### src/rtl/mem_arb_pkg.sv
// Shared definitions for the instruction/data memory arbiter.
package mem_arb_pkg;

  // Arbiter FSM states: idle, or the address/data phase of the granted side.
  typedef enum logic [2:0] {
    IDLE,
    I_ADDR,
    I_DATA,
    D_ADDR,
    D_DATA
  } arb_state_e;

  // Transfer size encodings on the data port and the shared bus.
  localparam logic [1:0] SIZE_B = 2'd0;
  localparam logic [1:0] SIZE_H = 2'd1;
  localparam logic [1:0] SIZE_W = 2'd2;

endpackage

### src/rtl/mem_arbiter.sv
// Arbitrates fetch and data requests onto one single-outstanding SRAM-like bus.
// Data has priority; a starvation counter forces a fetch grant after STARVE_MAX
// consecutive data grants while a fetch waits. Completion is signalled by
// one-cycle *_data_ok pulses with registered read data.
module mem_arbiter
  import mem_arb_pkg::*;
#(
  parameter int unsigned STARVE_MAX = 4
) (
  input  logic        clk,
  input  logic        rst,
  // instruction fetch port
  input  logic        inst_req,
  input  logic [31:0] inst_addr,
  output logic [31:0] inst_rdata,
  output logic        inst_data_ok,
  // data memory port
  input  logic        data_req,
  input  logic        data_wr,
  input  logic [1:0]  data_size,
  input  logic [31:0] data_addr,
  input  logic [31:0] data_wdata,
  output logic [31:0] data_rdata,
  output logic        data_data_ok,
  // shared bus
  output logic        bus_req,
  output logic        bus_wr,
  output logic [1:0]  bus_size,
  output logic [31:0] bus_addr,
  output logic [31:0] bus_wdata,
  input  logic        bus_addr_ok,
  input  logic        bus_data_ok,
  input  logic [31:0] bus_rdata,
  // status
  output logic        busy
);

  localparam logic [2:0] STARVE_LIM = 3'(STARVE_MAX);

  arb_state_e  state_q, state_d;
  logic [2:0]  starve_q, starve_d;
  logic        bus_req_q, bus_req_d;
  logic        bus_wr_q, bus_wr_d;
  logic [1:0]  bus_size_q, bus_size_d;
  logic [31:0] bus_addr_q, bus_addr_d;
  logic [31:0] bus_wdata_q, bus_wdata_d;
  logic [31:0] inst_rdata_q, inst_rdata_d;
  logic [31:0] data_rdata_q, data_rdata_d;
  logic        inst_ok_q, inst_ok_d;
  logic        data_ok_q, data_ok_d;

  logic        inst_elig, data_elig;
  logic        grant_inst, grant_data;

  // A requester completing this cycle still holds its req; it must not be
  // re-granted until the following cycle.
  always_comb begin
    inst_elig  = inst_req && !inst_ok_q;
    data_elig  = data_req && !data_ok_q;
    grant_inst = inst_elig && (!data_elig || (starve_q == STARVE_LIM));
    grant_data = data_elig && !grant_inst;
  end

  // Next-state, payload latch, starvation counter and completion pulses.
  always_comb begin
    state_d      = state_q;
    starve_d     = starve_q;
    bus_req_d    = bus_req_q;
    bus_wr_d     = bus_wr_q;
    bus_size_d   = bus_size_q;
    bus_addr_d   = bus_addr_q;
    bus_wdata_d  = bus_wdata_q;
    inst_rdata_d = inst_rdata_q;
    data_rdata_d = data_rdata_q;
    inst_ok_d    = 1'b0;
    data_ok_d    = 1'b0;

    unique case (state_q)
      IDLE: begin
        if (!inst_req) begin
          starve_d = '0;
        end
        if (grant_inst) begin
          state_d     = I_ADDR;
          bus_req_d   = 1'b1;
          bus_wr_d    = 1'b0;
          bus_size_d  = SIZE_W;
          bus_addr_d  = inst_addr;
          bus_wdata_d = '0;
          starve_d    = '0;
        end else if (grant_data) begin
          state_d     = D_ADDR;
          bus_req_d   = 1'b1;
          bus_wr_d    = data_wr;
          bus_size_d  = data_size;
          bus_addr_d  = data_addr;
          bus_wdata_d = data_wdata;
          if (inst_req && (starve_q < STARVE_LIM)) begin
            starve_d = starve_q + 3'd1;
          end
        end
      end
      I_ADDR: begin
        if (bus_addr_ok) begin
          state_d   = I_DATA;
          bus_req_d = 1'b0;
        end
      end
      D_ADDR: begin
        if (bus_addr_ok) begin
          state_d   = D_DATA;
          bus_req_d = 1'b0;
        end
      end
      I_DATA: begin
        if (bus_data_ok) begin
          state_d      = IDLE;
          inst_rdata_d = bus_rdata;
          inst_ok_d    = 1'b1;
        end
      end
      D_DATA: begin
        if (bus_data_ok) begin
          state_d      = IDLE;
          data_rdata_d = bus_rdata;
          data_ok_d    = 1'b1;
        end
      end
      default: begin
        state_d   = IDLE;
        bus_req_d = 1'b0;
      end
    endcase
  end

  // State and output registers; reset abandons any transaction in flight.
  always_ff @(posedge clk) begin
    if (!rst) begin
      state_q      <= IDLE;
      starve_q     <= '0;
      bus_req_q    <= 1'b0;
      bus_wr_q     <= 1'b0;
      bus_size_q   <= '0;
      bus_addr_q   <= '0;
      bus_wdata_q  <= '0;
      inst_rdata_q <= '0;
      data_rdata_q <= '0;
      inst_ok_q    <= 1'b0;
      data_ok_q    <= 1'b0;
    end else begin
      state_q      <= state_d;
      starve_q     <= starve_d;
      bus_req_q    <= bus_req_d;
      bus_wr_q     <= bus_wr_d;
      bus_size_q   <= bus_size_d;
      bus_addr_q   <= bus_addr_d;
      bus_wdata_q  <= bus_wdata_d;
      inst_rdata_q <= inst_rdata_d;
      data_rdata_q <= data_rdata_d;
      inst_ok_q    <= inst_ok_d;
      data_ok_q    <= data_ok_d;
    end
  end

  assign inst_rdata   = inst_rdata_q;
  assign inst_data_ok = inst_ok_q;
  assign data_rdata   = data_rdata_q;
  assign data_data_ok = data_ok_q;
  assign bus_req      = bus_req_q;
  assign bus_wr       = bus_wr_q;
  assign bus_size     = bus_size_q;
  assign bus_addr     = bus_addr_q;
  assign bus_wdata    = bus_wdata_q;
  assign busy         = (state_q != IDLE);

endmodule
### config.mk
export PLATFORM = sky130hd
export DESIGN_NAME = mem_arbiter
export DESIGN_NICKNAME = d
export VERILOG_FILES = /design/src/rtl/mem_arb_pkg.sv /design/src/rtl/mem_arbiter.sv
export SDC_FILE = /design/constraint.sdc
export NUM_CORES = 1
export LEC_CHECK = 0
export BUFFER_PORTS_ARGS = -buffer_cell sky130_fd_sc_hd__buf_4
export CORE_MARGIN = 2
export CORE_UTILIZATION = 49
export CTS_CLUSTER_DIAMETER = 40
export CTS_CLUSTER_SIZE = 40
export DETAILED_ROUTE_END_ITERATION = 10
export HOLD_SLACK_MARGIN = 0.08
export MAX_ROUTING_LAYER = met4
export PLACE_DENSITY = 0.93
export SETUP_SLACK_MARGIN = 0.1
export SLEW_MARGIN = 0
export SYNTH_ARGS = -nofsm -noshare
export SYNTH_HDL_FRONTEND = slang
export SYNTH_SLANG_ARGS = --single-unit
### constraint.sdc
create_clock -name clk -period 2.8 [get_ports clk]
set_clock_uncertainty 0.05 [all_clocks]
set_input_delay 0.28 -clock clk [delete_from_list [all_inputs] [get_ports clk]]
set_output_delay 0.28 -clock clk [all_outputs]
set_load 0.02 [all_outputs]
==> summary.txt <==
Synthesis
  • Post-synth cell types: 34
  • Number of synthesized register bits: between 100 and 150
  • Avg Inst Size Synth: around 8.8 sq um
  • Net Count, Synth: 738
  • Top cells by area, synth: dfxtp_1 53%, nand2_1 14%, a21boi_0 7.8%
  • Syn Inst Count: about 600
  • Yosys warnings: 0
  • Top_reg_cell synth: dfxtp_1
  • Mapped Area: 5290 sq um
  • Fraction of registers with async set or reset after synthesis: 0%
  • EDFF count, synth: 0
  • Seq/Total Area, Yosys: a little over half
  • Area leader, netlist: dfxtp_1
  • Post-synth top area share: 52.98%

CTS
  • CTS tree: built
  • Root Buffer: clkbuf_8
  • CTS Buf Count: 17
  • Skew-Pair Late Insertion Delay: around 0.5 ns
  • Worst-path clk slew: ~0.06 ns
  • Setup bufs post-CTS: 0
  • Clock Tree Buf Depth: 2
  • CTS Sinks: between 100 and 150
  • H-tree depth reported by CTS: 4

Place
  • Gp weighted congestion: 0.8118
  • Post-Place Cell Area: around 7300 sq um
  • Port bufs: around 270
  • HPWL after DPL: between 10000 and 15000 um

Drt
  • Final ANT Viol Nets: 0
  • First DRT Iteration DRCs: around 420
  • Post-route DRC: 0
  • Drt wl/cell: around 19 um
  • Vias: 6139
  • Drt first pass iters: 5
  • WL final: between 20000 and 25000 um
  • Via density: approximately 5.4

Floorplan
  • Chip Height: about 110 um
  • Initial Util: between 50 and 60%
  • Core area: around 10000 sq um
  • Die width: approximately 110 um
  • IO Count: 272
  • Die ar.: 11640 sq um
  • Row count: 37

STA
  • RSZ-0062 raised after global routing: no
  • Final hold vios: 0
  • Final Slew Violations: 0
  • F_max: 395.7 MHz
  • Fin Setup TNS: 0 ns
  • Final worst-path cycle share: 90.26%
  • Min Tclk post-route: about 2.5 ns
  • Max_slew headroom: between 50% and 60%
  • Final setup fails: 0
  • Worst slew pin tran: 0.6646 ns

Min path
  • Hold depth: 3
  • Worst Hold Class: input port to register

Critical path
  • Slowest cell on crit path: dlygate4sd3_1
  • Crit path launch type: register
  • Crit path kind: register to register
  • Critical Path, Cell by Cell: nor3_4 > o21a_4 > buf_6 > o21ai_0 > a31oi_1 > dlygate4sd3_1
  • Worst R2R Path Depth: 6
  • CP Capture Type: register
  • CP max stage delay: just over 0.6 ns
  • CP Max Fanout: 38
  • CP Data Arrival Time: a little under 3 ns
  • WP data required: approximately 3.2 ns

Cells and area
  • Commonest cells after routing, fill and taps aside: 280 x buf_4, 194 x nand2_1, 140 x dfxtp_1
  • Final Instance Area: about 9000 sq um
  • Fin nets: around 1100
  • Footprint of the multi-input gates: ~2200 sq um
  • Share of cells above drive strength 1: between 30% and 40%
  • Syn-to-layout area delta: 74.15%
  • Fill cells: 448
  • Sequential Area: about 2800 sq um
  • Commonest non-fill, non-tap cell in the layout: buf_4

Global route
  • First-pass GRT wire length: around 32000 um
  • Global-route usage over all layers: 36.60%
  • Largest net degree at the start of global routing: 59
  • Grt ovf: 0
  • Initial antenna violation count: 0
  • Vias in the first global route: 6316

Run status
  • Status: completed

Power
  • Tot Pwr: between 5000 and 6000 uW
  • Leakage Power: 0.004118 uW
  • Max VDD drop: roughly 0.45 mV
  • Pwr dens: about 640 nW/um^2

Job
  • Max Cap Viol: 0
[routing by layer]
metal / routed length (um) / GRT usage, % / up-vias
li1: - / - / 2805
met1: 7530 / 38.31 / 2901
met2: 10780 / 62.94 / 337
met3: 1438 / 7.748 / 96
met4: 1219 / 22.44 / 0
met5: 0 / - / -
[registers in the layout, summed over array words and instances (netlist names)]
signal / cells
bus_addr: 32
bus_wdata: 32
data_rdata: 32
inst_rdata: 32
starve_q: 3
state_q: 3
bus_size: 2
bus_req: 1
bus_wr: 1
data_data_ok: 1
inst_data_ok: 1
[path summary, 6_finish.rpt]
kind / slack (ns) / startpoint / endpoint
worst max-delay path: 0.27 / state_q[2]$_SDFFE_PN0P_ / bus_addr[3]$_SDFFE_PN0P_
worst min-delay path: 0.14 / bus_data_ok / state_q[2]$_SDFFE_PN0P_
worst max register to register: 0.27 / state_q[2]$_SDFFE_PN0P_ / bus_addr[3]$_SDFFE_PN0P_
worst min register to register: 0.41 / data_rdata[26]$_SDFFE_PN0P_ / data_rdata[26]$_SDFFE_PN0P_
[layout make-up]
class                   instances  share of cell area (%)
well taps                     136                   1.847
multi-input cells             404                   23.89
inverters                       4                  0.1630
clock buffers                  19                   4.577
repair buffers                414                   37.39
diodes                          1                 0.02716
flip-flops and latches        140                   30.42
clock inverters                13                   1.684
[worst max-delay path: cells and delay by family, from the launching register on]
kind,cells,cell delay [ns]
buf+inv,2,0.92
compound gates,3,0.75
flops,1,0.41
simple gates,1,0.32
[cells in the mapped netlist, types with 2 or more instances]
library cell and number:
a22o_1 34, clkbuf_1 23, a31oi_1 35, buf_4 2, and2_1 4, and3_1 3
a21boi_1 9, buf_2 18, o21ai_0 36, nand2_1 194, a21boi_0 55, nor2_1 4
inv_1 4, ha_1 2, a21oi_1 4, buf_6 7, nor3b_1 3, dfxtp_1 140
nor2b_1 3, o21a_1 4, nand3_1 2
[metrics by stage]
step	hold slack (ns)	setup WS [ns]	utilization [%]	std cells
6_report	0.1381	0.2728	88.44	1131
5_1_grt	0.1413	0.1340	88.42	1130
4_1_cts	0.1086	0.3368	88.38	1130
3_5_place_dp	0.4017	0.8547	70.07	965
3_3_place_gp	0.3940	0.9257	70.07	965
2_1_floorplan	0.3555	1.162	-	599
[report_power, final]
part | switching (uW) | internal [uW] | leakage (uW)
sequential | 123 | 2170 | 0.00114
clock | 911 | 1290 | 0.000266
combinational | 704 | 676 | 0.00271
[kinds of logic (layout without fill, tap and decap cells)]
logic type | Yosys count | in the layout | synth area share (%)
flops | 140 | 140 | 52.98
fa+ha+maj | 2 | 2 | 0.4730
xor+xnor | 1 | 1 | 0.1656
other cells | 0 | 1 | 0
buf+inv | 55 | 450 | 5.463
simple gates | 220 | 220 | 16.96
compound gates | 181 | 181 | 23.96
[repair_timing]
item | 4_1_cts | 5_1_grt
endpoints found under the hold margin | 133 | 0
endpoints found under the setup margin | 0 | 4
hold buffers | 133 | 0
resized for setup | 0 | 1
Power figures use the tool's default switching activity.
